`src/rtl/snn_pkg.sv`:
```
`default_nettype none
// ============================================================================
//  Module      : snn_pkg
//  Description : Shared NoC packet layout, packet types and result entry type.
//  Revision    : 1.0 - initial release
// ============================================================================
package snn_pkg;

    localparam int c_dest_msb    = 63;
    localparam int c_dest_lsb    = 60;
    localparam int c_src_msb     = 59;
    localparam int c_src_lsb     = 56;
    localparam int c_type_msb    = 55;
    localparam int c_type_lsb    = 54;
    localparam int c_adder_msb   = 53;
    localparam int c_adder_lsb   = 49;
    localparam int c_ts_msb      = 48;
    localparam int c_ts_lsb      = 45;
    localparam int c_payload_msb = 24;
    localparam int c_payload_lsb = 0;

    localparam logic [3:0] c_addr_ejection = 4'b1000;

    typedef enum logic [1:0] {
        PKT_IFMAP  = 2'b00,
        PKT_FILTER = 2'b01,
        PKT_RESULT = 2'b10,
        PKT_DONE   = 2'b11
    } pkt_type_e;

    typedef struct packed {
        logic [4:0]  adder;
        logic [3:0]  timestep;
        logic [24:0] data;
    } result_entry_t;

endpackage
`default_nettype wire

```
`src/rtl/sync_fifo.sv`:
```
`default_nettype none
// ============================================================================
//  Module      : sync_fifo
//  Description : Single-clock FIFO with registered count/full/empty and a
//                registered head entry that holds its value when empty.
//  Revision    : 1.0 - initial release
// ============================================================================
module sync_fifo #(
    parameter type ENTRY_T = logic [7:0],
    parameter int  DEPTH   = 8
) (
    input  logic   clk,
    input  logic   reset_n,
    input  logic   i_push,
    input  ENTRY_T i_push_data,
    input  logic   i_pop,
    output ENTRY_T o_head,
    output logic   o_valid,
    output logic   o_full
);

    localparam int c_ptr_w = $clog2(DEPTH);
    localparam int c_cnt_w = c_ptr_w + 1;
    localparam logic [c_ptr_w-1:0] c_ptr_one = c_ptr_w'(1);
    localparam logic [c_cnt_w-1:0] c_cnt_one = c_cnt_w'(1);
    localparam logic [c_cnt_w-1:0] c_depth   = c_cnt_w'(DEPTH);

    ENTRY_T             r_mem [DEPTH];
    ENTRY_T             r_head;
    ENTRY_T             w_head_nxt;
    logic [c_ptr_w-1:0] r_wr_ptr;
    logic [c_ptr_w-1:0] r_rd_ptr;
    logic [c_ptr_w-1:0] w_rd_ptr_nxt;
    logic [c_cnt_w-1:0] r_count;
    logic [c_cnt_w-1:0] w_count_nxt;
    logic               r_full;
    logic               r_empty;
    logic               w_do_push;
    logic               w_do_pop;

    assign w_do_push = i_push && !r_full;
    assign w_do_pop  = i_pop && !r_empty;

    always_comb begin
        w_rd_ptr_nxt = w_do_pop ? (r_rd_ptr + c_ptr_one) : r_rd_ptr;
        w_count_nxt  = r_count;
        case ({w_do_push, w_do_pop})
            2'b10:   w_count_nxt = r_count + c_cnt_one;
            2'b01:   w_count_nxt = r_count - c_cnt_one;
            default: w_count_nxt = r_count;
        endcase
        // The incoming entry becomes head when it lands in an (effectively) empty FIFO,
        // because its memory slot is only written at this same edge.
        w_head_nxt = r_head;
        if (w_count_nxt != '0) begin
            if (r_empty || (r_count == c_cnt_one && w_do_pop)) begin
                w_head_nxt = i_push_data;
            end else begin
                w_head_nxt = r_mem[w_rd_ptr_nxt];
            end
        end
    end

    always_ff @(posedge clk) begin
        if (w_do_push) begin
            r_mem[r_wr_ptr] <= i_push_data;
        end
    end

    always_ff @(posedge clk) begin
        if (!reset_n) begin
            r_wr_ptr <= '0;
            r_rd_ptr <= '0;
            r_count  <= '0;
            r_full   <= 1'b0;
            r_empty  <= 1'b1;
            r_head   <= '0;
        end else begin
            if (w_do_push) begin
                r_wr_ptr <= r_wr_ptr + c_ptr_one;
            end
            r_rd_ptr <= w_rd_ptr_nxt;
            r_count  <= w_count_nxt;
            r_full   <= (w_count_nxt == c_depth);
            r_empty  <= (w_count_nxt == '0);
            r_head   <= w_head_nxt;
        end
    end

    assign o_head  = r_head;
    assign o_valid = !r_empty;
    assign o_full  = r_full;

endmodule
`default_nettype wire

```
`src/rtl/noc_output_receiver.sv`:
```
`default_nettype none
// ============================================================================
//  Module      : noc_output_receiver
//  Description : NoC ejection endpoint: 4-phase receiver, header decode,
//                result FIFO for host readout and timestep completion pulse.
//  Revision    : 1.0 - initial release
// ============================================================================
module noc_output_receiver
    import snn_pkg::*;
#(
    parameter logic [3:0] MY_ADDR     = c_addr_ejection,
    parameter int         NUM_ADDERS  = 7,
    parameter int         FIFO_DEPTH  = 8,
    parameter int         SYNC_STAGES = 2
) (
    input  logic        clk,
    input  logic        reset_n,
    input  logic        req_in,
    input  logic [63:0] data_in,
    output logic        ack_out,
    output logic        out_valid,
    input  logic        out_ready,
    output logic [4:0]  out_adder,
    output logic [3:0]  out_timestep,
    output logic [24:0] out_data,
    output logic        timestep_done,
    output logic        done_seen,
    output logic        err_flag
);

    localparam int c_cnt_w = $clog2(NUM_ADDERS + 1);
    localparam logic [c_cnt_w-1:0] c_cnt_one  = c_cnt_w'(1);
    localparam logic [c_cnt_w-1:0] c_cnt_last = c_cnt_w'(NUM_ADDERS - 1);
    localparam logic [4:0]         c_num_add  = 5'(NUM_ADDERS);

    typedef enum logic [0:0] {
        ST_IDLE    = 1'b0,
        ST_WAIT_LO = 1'b1
    } state_e;

    state_e                 r_state;
    state_e                 w_state_nxt;
    logic [SYNC_STAGES-1:0] r_req_sync;
    logic                   w_req_s;
    logic                   w_capture;
    logic [c_cnt_w-1:0]     r_res_cnt;
    logic                   r_ts_done;
    logic                   r_done_seen;
    logic                   r_err;
    logic                   w_fifo_full;
    logic                   w_push;
    logic                   w_drop_err;
    logic                   w_done_pkt;
    result_entry_t          w_push_entry;
    result_entry_t          w_head;

    logic [3:0]  w_dest;
    pkt_type_e   w_type;
    logic [4:0]  w_adder;
    logic [3:0]  w_ts;
    logic [24:0] w_payload;
    logic        w_dest_ok;
    logic        w_unused_bits;

    always_ff @(posedge clk) begin
        if (!reset_n) begin
            r_req_sync <= '0;
        end else begin
            r_req_sync <= {r_req_sync[SYNC_STAGES-2:0], req_in};
        end
    end

    assign w_req_s = r_req_sync[SYNC_STAGES-1];

    always_ff @(posedge clk) begin
        if (!reset_n) begin
            r_state <= ST_IDLE;
        end else begin
            r_state <= w_state_nxt;
        end
    end

    // A full FIFO holds the FSM in IDLE so the sender sees no ack (backpressure).
    always_comb begin
        w_state_nxt = r_state;
        w_capture   = 1'b0;
        case (r_state)
            ST_IDLE: begin
                if (w_req_s && !w_fifo_full) begin
                    w_capture   = 1'b1;
                    w_state_nxt = ST_WAIT_LO;
                end
            end
            ST_WAIT_LO: begin
                if (!w_req_s) begin
                    w_state_nxt = ST_IDLE;
                end
            end
            default: w_state_nxt = ST_IDLE;
        endcase
    end

    assign ack_out = (r_state == ST_WAIT_LO);

    assign w_dest    = data_in[c_dest_msb:c_dest_lsb];
    assign w_type    = pkt_type_e'(data_in[c_type_msb:c_type_lsb]);
    assign w_adder   = data_in[c_adder_msb:c_adder_lsb];
    assign w_ts      = data_in[c_ts_msb:c_ts_lsb];
    assign w_payload = data_in[c_payload_msb:c_payload_lsb];
    assign w_dest_ok = (w_dest == MY_ADDR);
    assign w_unused_bits = ^{data_in[c_src_msb:c_src_lsb], data_in[44:25]};

    assign w_push     = w_capture && w_dest_ok && (w_type == PKT_RESULT) && (w_adder < c_num_add);
    assign w_done_pkt = w_capture && w_dest_ok && (w_type == PKT_DONE);
    assign w_drop_err = w_capture && (!w_dest_ok
                                      || (w_type == PKT_IFMAP)
                                      || (w_type == PKT_FILTER)
                                      || ((w_type == PKT_RESULT) && (w_adder >= c_num_add)));

    assign w_push_entry = '{adder: w_adder, timestep: w_ts, data: w_payload};

    always_ff @(posedge clk) begin
        if (!reset_n) begin
            r_res_cnt   <= '0;
            r_ts_done   <= 1'b0;
            r_done_seen <= 1'b0;
            r_err       <= 1'b0;
        end else begin
            r_ts_done <= 1'b0;
            if (w_push) begin
                if (r_res_cnt == c_cnt_last) begin
                    r_res_cnt <= '0;
                    r_ts_done <= 1'b1;
                end else begin
                    r_res_cnt <= r_res_cnt + c_cnt_one;
                end
            end
            if (w_done_pkt) begin
                r_done_seen <= 1'b1;
            end
            if (w_drop_err) begin
                r_err <= 1'b1;
            end
        end
    end

    sync_fifo #(
        .ENTRY_T (result_entry_t),
        .DEPTH   (FIFO_DEPTH)
    ) u_result_fifo (
        .clk         (clk),
        .reset_n     (reset_n),
        .i_push      (w_push),
        .i_push_data (w_push_entry),
        .i_pop       (out_ready),
        .o_head      (w_head),
        .o_valid     (out_valid),
        .o_full      (w_fifo_full)
    );

    assign out_adder     = w_head.adder;
    assign out_timestep  = w_head.timestep;
    assign out_data      = w_head.data;
    assign timestep_done = r_ts_done;
    assign done_seen     = r_done_seen;
    assign err_flag      = r_err;

endmodule
`default_nettype wire

```
`config.mk`:
```
export PLATFORM = sky130hd
export DESIGN_NAME = noc_output_receiver
export DESIGN_NICKNAME = d
export VERILOG_FILES = /design/src/rtl/snn_pkg.sv /design/src/rtl/sync_fifo.sv /design/src/rtl/noc_output_receiver.sv
export SDC_FILE = /design/constraint.sdc
export NUM_CORES = 1
export LEC_CHECK = 0
export CORE_MARGIN = 2
export CORE_UTILIZATION = 28
export CTS_BUF_LIST = sky130_fd_sc_hd__clkbuf_16
export CTS_CLUSTER_DIAMETER = 60
export DETAILED_ROUTE_END_ITERATION = 8
export SYNTH_ARGS = -nofsm -noshare
export SYNTH_HDL_FRONTEND = slang
export SYNTH_HIERARCHICAL = 1
export SYNTH_SLANG_ARGS = --single-unit
```
`constraint.sdc`:
```
create_clock -name clk -period 8.4 [get_ports clk]
set_clock_uncertainty 0.2 [all_clocks]
set_input_delay 1.26 -clock clk [delete_from_list [all_inputs] [get_ports clk]]
set_output_delay 1.26 -clock clk [all_outputs]
set_load 0.05 [all_outputs]
```
# == Yosys cells after proc, flatten, opt, wreduce, memory -nomap -nowiden ==
# Memory sizes are Yosys's and may differ from the RTL's.
# Index checks and enable logic that the tools add are counted.
# word_totals
input_bits,68
mem_bits_rw,272
regBits,55
mem_count,1
# op_classes
order_cmp,2
addsub,5
n_bitwise,1
reduce_logical,21
n_eq_ne,9
mux,11
# mem_list
name,words,width,read_ports,rd_ports_with_merged_regs,wr,line,text
u_result_fifo.r_mem,8,34,1,0,1,sync_fifo.sv:28,ENTRY_T r_mem [DEPTH];
# op_table
cell,count
34-bit 2-to-1 mux,1
1-bit logical AND,10
"3-bit by 1-bit adder with 3-bit output, second input constant",3
"4-bit == test, second input constant",2
4-bit one-hot mux with 2 select lines,1
"2-bit == test, second input constant",3
1-bit 2-to-1 mux,6
3-bit 2-to-1 mux,2
"5-bit by 3-bit greater-or-equal comparator with 1-bit output, second input constant",1
"5-bit by 3-bit less-than comparator with 1-bit output, second input constant",1
"4-bit by 1-bit adder with 4-bit output, second input constant",1
"2-bit by 1-bit == test with 1-bit output, second input constant",2
"4-bit by 1-bit == test with 1-bit output, second input constant",1
4-bit zero test,1
1-bit logical OR,4
4-bit nonzero test,1
"4-bit by 1-bit subtractor with 4-bit output, second input constant",1
"3-bit == test, second input constant",1
1-bit zero test,3
2-bit zero test,1
1-bit one-hot mux with 2 select lines,1
2-bit AND reduction,1
1-bit NOT,1

# == Longest topological paths before layout ==
# Gate-level depths: netlist (run 1).
# logic_depth
depth_word,11
mapped_depth,15

# == Hierarchy ==
# Netlist (run 1), hierarchy kept.
# by_module_without_submodules
mod,area_each_um2,n_inst,cells_per_inst
sync_fifo,12492.0,1,694
noc_output_receiver,420.4,1,45

# == Least setup slack after synthesis (run 1) ==
# Ideal clock, no wire load.
# synth_path
path_kind,in2reg
start,input port data_in[50]
end,"memory u_result_fifo/r_mem[2][0] (netlist bit), enable pin"
path_stages,8
t_required_ps,7725
n_path_buf,0
arrival_time_ps,4932
slack_ps,2794
setup_ps,475
cell_sequence,a311oi_1 nor2b_1 nand2_2 inv_1 nand2b_1 inv_1 nand2b_1 nor3b_1
# synth_between
elab_chain_cells,5
# synth_lines
item,line,text
start: declaration,noc_output_receiver.sv:19,"input logic [63:0] data_in,"
5-bit by 3-bit less-than comparator with 1-bit output,noc_output_receiver.sv:113,assign w_push = w_capture && w_dest_ok && (w_type == PKT_RESULT) && (w_adder < c_num_add);
1-bit logical AND,noc_output_receiver.sv:113,
net w_push,noc_output_receiver.sv:51,logic w_push;
1-bit logical AND,sync_fifo.sv:41,assign w_do_push = i_push && !r_full;
net u_result_fifo.w_do_push,sync_fifo.sv:38,logic w_do_push;
1-bit 2-to-1 mux,sync_fifo.sv:65,if (w_do_push) begin
1-bit 2-to-1 mux (not written as such),sync_fifo.sv:66,r_mem[r_wr_ptr] <= i_push_data;
end: declaration,sync_fifo.sv:28,
# The timed path passes the listed nets, and every way through them passes these cells.

# == Worst setup path after layout (run 1) ==
# layout_path
start,input port data_in[53]
end,"register u_result_fifo.r_head, in the netlist u_result_fifo/o_head[4]"
# layout_between
elab_chain_cells,6
# layout_lines
item,line,text
5-bit by 3-bit less-than comparator with 1-bit output (*),noc_output_receiver.sv:113,
1-bit logical AND (*),noc_output_receiver.sv:113,
net w_push,noc_output_receiver.sv:51,
1-bit logical AND (*),sync_fifo.sv:41,
2-bit by 1-bit == test with 1-bit output / 2-bit == test (equally long branches),sync_fifo.sv:47,"case ({w_do_push, w_do_pop})"
4-bit one-hot mux with 2 select lines (*),sync_fifo.sv:47,
4-bit nonzero test (*),sync_fifo.sv:55,if (w_count_nxt != '0) begin
end signal: assignment,sync_fifo.sv:86,r_head <= w_head_nxt;
end: declaration,sync_fifo.sv:29,ENTRY_T r_head;
# Mark *: on every way through the listed nets, which the timed path passes. The rest lies on a longest branch.
# A chain may end at the register's enable or synchronous reset.

==> flow_metrics.env, run 1 <==
export IMPL_viasPerCell=4.99
export IMPL_cts_buffers=30
export IMPL_post_route_drc_count=0
export IMPL_die_width_um=219
export IMPL_wire_length_on_met3_mm=2.26
export IMPL_worst_margin_pin_slew_ns=1.17
export IMPL_totalWireLength_mm=31.2
export IMPL_yosysTopAreaCell="edfxtp_1"
export IMPL_clk_transition_reported_paths_ns=0.06
export IMPL_wl_met2_mm=15.0
export IMPL_netlist_area_sq_um=12900
export IMPL_rows=78
export IMPL_yosys_top_cells_area="edfxtp_1, dfxtp_1, mux2_2"
export IMPL_antenna_found_initial=5
export IMPL_reg2reg_setup_slack_ns=3.96
export IMPL_data_required_time_of_the_worst_path_ns=8.67
export IMPL_wire_length_of_the_first_global_routing_pass_mm=46.3
export IMPL_most_used_standard_cells_in_the_synthesized_netlist="edfxtp_1, mux2_2, dfxtp_1"
export IMPL_setup_violations_final=0
export IMPL_critPathMaxFanout=35
export IMPL_globalRoute_totalOverflow=0
export IMPL_timing_fmax_ghz=0.164
export IMPL_yosysTopAreaCellShare_pct=63.3
export IMPL_syn_nets=814
export IMPL_number_of_synthesized_flops_with_an_enable_pin=272
export IMPL_power_leakage_nw=5.02
export IMPL_clk_insertion_delay_late_ns=0.57
export IMPL_tritoncts_clock_tree="yes"
export IMPL_final_period_utilization_pct=72.6
export IMPL_worst_hold_path_num_cells=1
export IMPL_ctsRootBufferMaster="clkbuf_16"
export IMPL_synthFlopType="edfxtp_1"
export IMPL_largest_net_degree_at_the_start_of_global_routing=54
export IMPL_ios=107
export IMPL_clk_path_buf_depth=3
export IMPL_layout_cell_area_non_filler_sq_um=15400
export IMPL_synth_yosys_warnings=6
export IMPL_nets=905
export IMPL_postSynthCellCount=739
export IMPL_die_height_um=219
export IMPL_drt_first_iter_violations=657
export IMPL_endpoint_kind="register"
export IMPL_timing_setup_critical_path_class="in2reg"
export IMPL_vias=7244
export IMPL_outcome="finished clean"
export IMPL_max_vdd_ir_drop_uv=142
export IMPL_floorplan_die_area_sq_um=47800
export IMPL_tritoncts_num_sinks=327
export IMPL_fraction_of_the_yosys_area_taken_by_sequential_cells_pct=71.8
export IMPL_slew_headroom_pct=20.4
export IMPL_ys_ff_latch=327
export IMPL_final_layout_size_suffix_gt1_share_pct=21.2
export IMPL_top_signal_layer_used="met5"
export IMPL_htree_levels=1
export IMPL_data_arrival_time_at_the_worst_slack_endpoint_ns=6.37
export IMPL_setup_tns_ns=0
export IMPL_detailedRoute_firstPassIterationCount=6
export IMPL_timing_hold_violations_final=0
export IMPL_first_global_vias=7436
export IMPL_placedInstanceArea_sq_um=14500
export IMPL_post_synth_top_count_cell="edfxtp_1"
export IMPL_port_buffer_count=82
export IMPL_wl_per_cell_um=21.5
export IMPL_cts_setup_buffers=0
export IMPL_place_hpwl_mm=17.3
export IMPL_startpoint_type="input pin"
export IMPL_hold_path_startpoint="r_req_sync[0]"
export IMPL_crit_reg2reg_launch="u_result_fifo/o_full"
export IMPL_synth_area_per_cell_sq_um=17.5
export IMPL_grt_util_all_layers_pct=12.9
export IMPL_post_cts_resize_count=0
export IMPL_power_per_cell_area_nw_per_um2=200
export IMPL_reg2regPathDepth=12
export IMPL_maxCapViolCount=0
export IMPL_hold_path_end="r_req_sync[1]"
export IMPL_postSynth_asyncResetShare_pct=0
export IMPL_core_area_sq_um=45500
export IMPL_drt_met1_wl_mm=13.2
export IMPL_rsz0062_at_grt="no"
export IMPL_antenna_diode_count=0
export IMPL_postRouteAntennaNets=0
export IMPL_final_min_clock_period_ns=6.10
export IMPL_post_cts_hold_buffer_count=0
export IMPL_worstHoldPathType="reg2reg"
export IMPL_timing_hold_ws_ns=0.234
export IMPL_timing_max_transition_violations_final=0
export IMPL_ys_types=61
export IMPL_finalWeightedCongestion=0.733
export IMPL_critical_path_startpoint="data_in[53]"
export IMPL_starting_utilization_of_the_core_area_pct=28.4
export IMPL_flow_area_growth_from_synthesis_pct=18.9
export IMPL_reg2reg_capture_point="u_result_fifo/o_head[4]"
logic make-up (layout without fill, tap and decap cells):
group	Yosys count	count (layout)	synth area share [%]
flops	327	327	71.8
compound gates	126	126	7.63
simple gates	112	112	4.59
mux	108	108	12.7
buf+inv	55	168	2.29
fa+ha+maj	7	7	0.678
xor+xnor	4	4	0.330
layout by cell type (no fill, tap or decap), drive strengths merged, types with 9 or more instances in the layout:
master	count
a21oi	9
a222oi	33
a31oi	32
buf	25
clkbuf	31
clkdlybuf4s50	81
dfxtp	55
edfxtp	272
inv	25
mux2	69
mux4	35
nand2	50
nor2	13
nor3	12
o31ai	30
stage by stage:
stage	cells	power, W	util [%]	setup WS, ns
final	1452	0.00308	33.8	2.30
after global routing	1452	0.00317	33.8	2.10
after CTS	1452	0.00311	33.8	2.31
after detailed placement	1398	0.00186	31.8	1.74
after global placement	1398	0.00185	31.8	1.76
after floorplan	739	0.00181	-	2.79
state kept, by name (all words and copies together) (netlist names), 2 cells and up:
name	flops
r_req_sync	2
u_result_fifo/o_head	34
u_result_fifo/r_count	4
u_result_fifo/r_mem	272
u_result_fifo/r_wr_ptr	3
u_result_fifo/r_rd_ptr	3
r_res_cnt	3
critical path: stages:
cell and delay, ns:
clkdlybuf4s50_1 0.66, a311oi_1 0.96, nor2b_1 0.38, nand2_2 0.11
inv_1 0.07, nand2b_1 0.18, ha_1 0.54, or3b_2 0.47
o311ai_0 0.13, nand3_2 0.56, or2_1 0.42, buf_4 0.32
a311oi_2 0.29
routing by layer:
metal / track usage [%] / vias to the layer above
met2: 21.6 / 242
met5: 0 / -
li1: - / 3197
met4: 3.99 / 10
met1: 16.7 / 3735
met3: 3.01 / 60
worst max path at each step:
stage	end	slack (ns)	cells after the start
3_3_place_gp	u_result_fifo/o_head[4]	1.76	13
5_1_grt	u_result_fifo/o_head[4]	2.10	13
6_report	u_result_fifo/o_head[4]	2.30	13
3_5_place_dp	u_result_fifo/o_head[4]	1.74	13
2_1_floorplan	u_result_fifo/r_mem[2][0]	2.79	8
4_1_cts	u_result_fifo/o_head[4]	2.31	13
cell type report:
cell class,count,area (sq um)
clock buffers,31,776
clock inverters,23,123
fillers,4376,30100
inverters,8,30.0
multi-input cells,357,3410
flip-flops and latches,327,9270
well taps,600,751
repair buffers,106,996
power by group:
part | internal (W) | switching, W
combinational | 0.0000285 | 0.0000371
sequential | 0.00175 | 0.000000929
clock | 0.000691 | 0.000566
total | 0.00247 | 0.000604
(Power assumes the default switching activity.)
==> run 2, diff against run 1 <==
==> constraint.sdc (replaced) <==
create_clock -name clk -period 4.95 [get_ports clk]
set_clock_uncertainty 0.2 [all_clocks]
set_input_delay 0.7425 -clock clk [delete_from_list [all_inputs] [get_ports clk]]
set_output_delay 0.7425 -clock clk [all_outputs]
set_load 0.05 [all_outputs]
==> flow_metrics.env, run 2 (synthesis gave the netlist of run 1 again) <==
export IMPL_outcome="finished clean"
export IMPL_detailedRoute_firstPassIterationCount=6
export IMPL_finalWeightedCongestion=0.701
export IMPL_timing_max_transition_violations_final=0
export IMPL_data_required_time_of_the_worst_path_ns=5.22
export IMPL_wire_length_of_the_first_global_routing_pass_mm=45.6
export IMPL_clk_transition_reported_paths_ns=0.06
export IMPL_cts_setup_buffers=0
export IMPL_post_route_drc_count=0
export IMPL_ctsRootBufferMaster="clkbuf_16"
export IMPL_utilization_after_layout_pct=34.4
export IMPL_power_leakage_nw=5.13
export IMPL_maxCapViolCount=0
export IMPL_ios=107
export IMPL_die_width_um=219
export IMPL_postRouteAntennaNets=0
export IMPL_slew_headroom_pct=37.5
export IMPL_final_layout_size_suffix_gt1_share_pct=23.4
export IMPL_placedInstanceArea_sq_um=14700
export IMPL_place_hpwl_mm=17.4
export IMPL_htree_levels=1
export IMPL_rows=78
export IMPL_clk_insertion_delay_late_ns=0.56
export IMPL_rsz0062_at_grt="no"
export IMPL_totalWireLength_mm=30.4
export IMPL_wl_per_cell_um=20.7
export IMPL_post_cts_resize_count=0
export IMPL_max_vdd_ir_drop_uv=276
export IMPL_final_period_utilization_pct=82.0
export IMPL_first_global_vias=7330
export IMPL_grt_util_all_layers_pct=12.6
export IMPL_globalRoute_totalOverflow=0
export IMPL_nets=921
export IMPL_drt_first_iter_violations=644
export IMPL_die_height_um=219
export IMPL_tritoncts_clock_tree="yes"
export IMPL_critPathMaxFanout=20
export IMPL_antenna_diode_count=0
export IMPL_vias=7223
export IMPL_post_cts_hold_buffer_count=0
export IMPL_final_min_clock_period_ns=4.06
export IMPL_largest_register="u_result_fifo/r_mem"
export IMPL_cts_buffers=31
export IMPL_filler_cell_count=4334
export IMPL_layout_cell_area_non_filler_sq_um=15700
export IMPL_core_area_sq_um=45500
export IMPL_power_per_cell_area_nw_per_um2=342
export IMPL_setup_tns_ns=0
export IMPL_flow_area_growth_from_synthesis_pct=21.2
export IMPL_final_cell_mix="edfxtp_1, clkdlybuf4s50_1, mux2_2"
export IMPL_layout_commonest_cell="edfxtp_1"
export IMPL_clk_path_buf_depth=3
export IMPL_antenna_found_initial=2
export IMPL_starting_utilization_of_the_core_area_pct=28.4
export IMPL_data_arrival_time_at_the_worst_slack_endpoint_ns=4.33
export IMPL_timing_fmax_ghz=0.246
export IMPL_largest_register_ff_count=272
export IMPL_largest_net_degree_at_the_start_of_global_routing=73
export IMPL_viasPerCell=4.91
export IMPL_startpoint_type="input pin"
export IMPL_timing_hold_ws_ns=0.231
export IMPL_floorplan_die_area_sq_um=47800
export IMPL_worst_margin_pin_slew_ns=0.937
export IMPL_endpoint_kind="register"
export IMPL_setup_violations_final=0
export IMPL_timing_hold_violations_final=0
export IMPL_port_buffer_count=82
export IMPL_layoutNonFillerInstCount=1470
export IMPL_placed_cells_incl_taps=1413
export IMPL_tritoncts_num_sinks=327
export IMPL_timing_setup_critical_path_class="in2reg"
export IMPL_worstHoldPathType="reg2reg"
==> run 2: path summary, 6_finish.rpt <==
kind / startpoint / endpoint / slack (ns) / cells past startpoint
worst min register to register: r_req_sync[0] / r_req_sync[1] / 0.23 / 1
worst max-delay path: data_in[53] / u_result_fifo/o_head[2] / 0.89 / 14
worst max register to register: u_result_fifo/o_full / u_result_fifo/o_head[2] / 1.48 / 12
worst min-delay path: r_req_sync[0] / r_req_sync[1] / 0.23 / 1
==> run 2: layout make-up <==
cell class / count / area, sq um / share of cell area, %
flip-flops and latches: 327 / 9270 / 59.2
multi-input cells: 357 / 3420 / 21.9
repair buffers: 121 / 1210 / 7.72
clock buffers: 31 / 776 / 4.96
well taps: 600 / 751 / 4.80
clock inverters: 26 / 191 / 1.22
inverters: 8 / 30.0 / 0.192
==> run 2: per-layer routing <==
| metal | up-vias | global-route usage [%] | routed length (um) |
|---|---|---|---|
| li1 | 3240 | - | - |
| met2 | 204 | 20.7 | 14700 |
| met1 | 3721 | 16.9 | 13300 |
| met3 | 54 | 1.98 | 1580 |
| met5 | - | 0 | 29 |
| met4 | 4 | 4.23 | 806 |
==> run 2: through the flow <==
stage / power [W] / setup WS [ns]
5_1_grt: 0.00552 / 0.593
6_report: 0.00535 / 0.893
2_1_floorplan: 0.00307 / 0.0692
3_3_place_gp: 0.00315 / 0.275
4_1_cts: 0.00542 / 0.822
3_5_place_dp: 0.00315 / 0.235
==> run 2: worst max-delay path, cell delays in order <==
cell             delay [ns]
clkdlybuf4s50_1        0.65
a311oi_1               0.39
buf_4                  0.21
nor2b_1                0.19
nand2_2                0.10
inv_1                  0.07
nand2b_1               0.10
ha_1                   0.39
or3b_2                 0.45
o311ai_0               0.13
nand3_2                0.14
or2_1                  0.33
buf_12                 0.20
a311oi_1               0.21
==> run 2: power breakdown <==
group / internal (W) / total (W) / switching [W]
Combinational: 0.0000495 / 0.000112 / 0.0000626
Sequential: 0.00298 / 0.00298 / 0.00000161
Clock: 0.00129 / 0.00226 / 0.000977
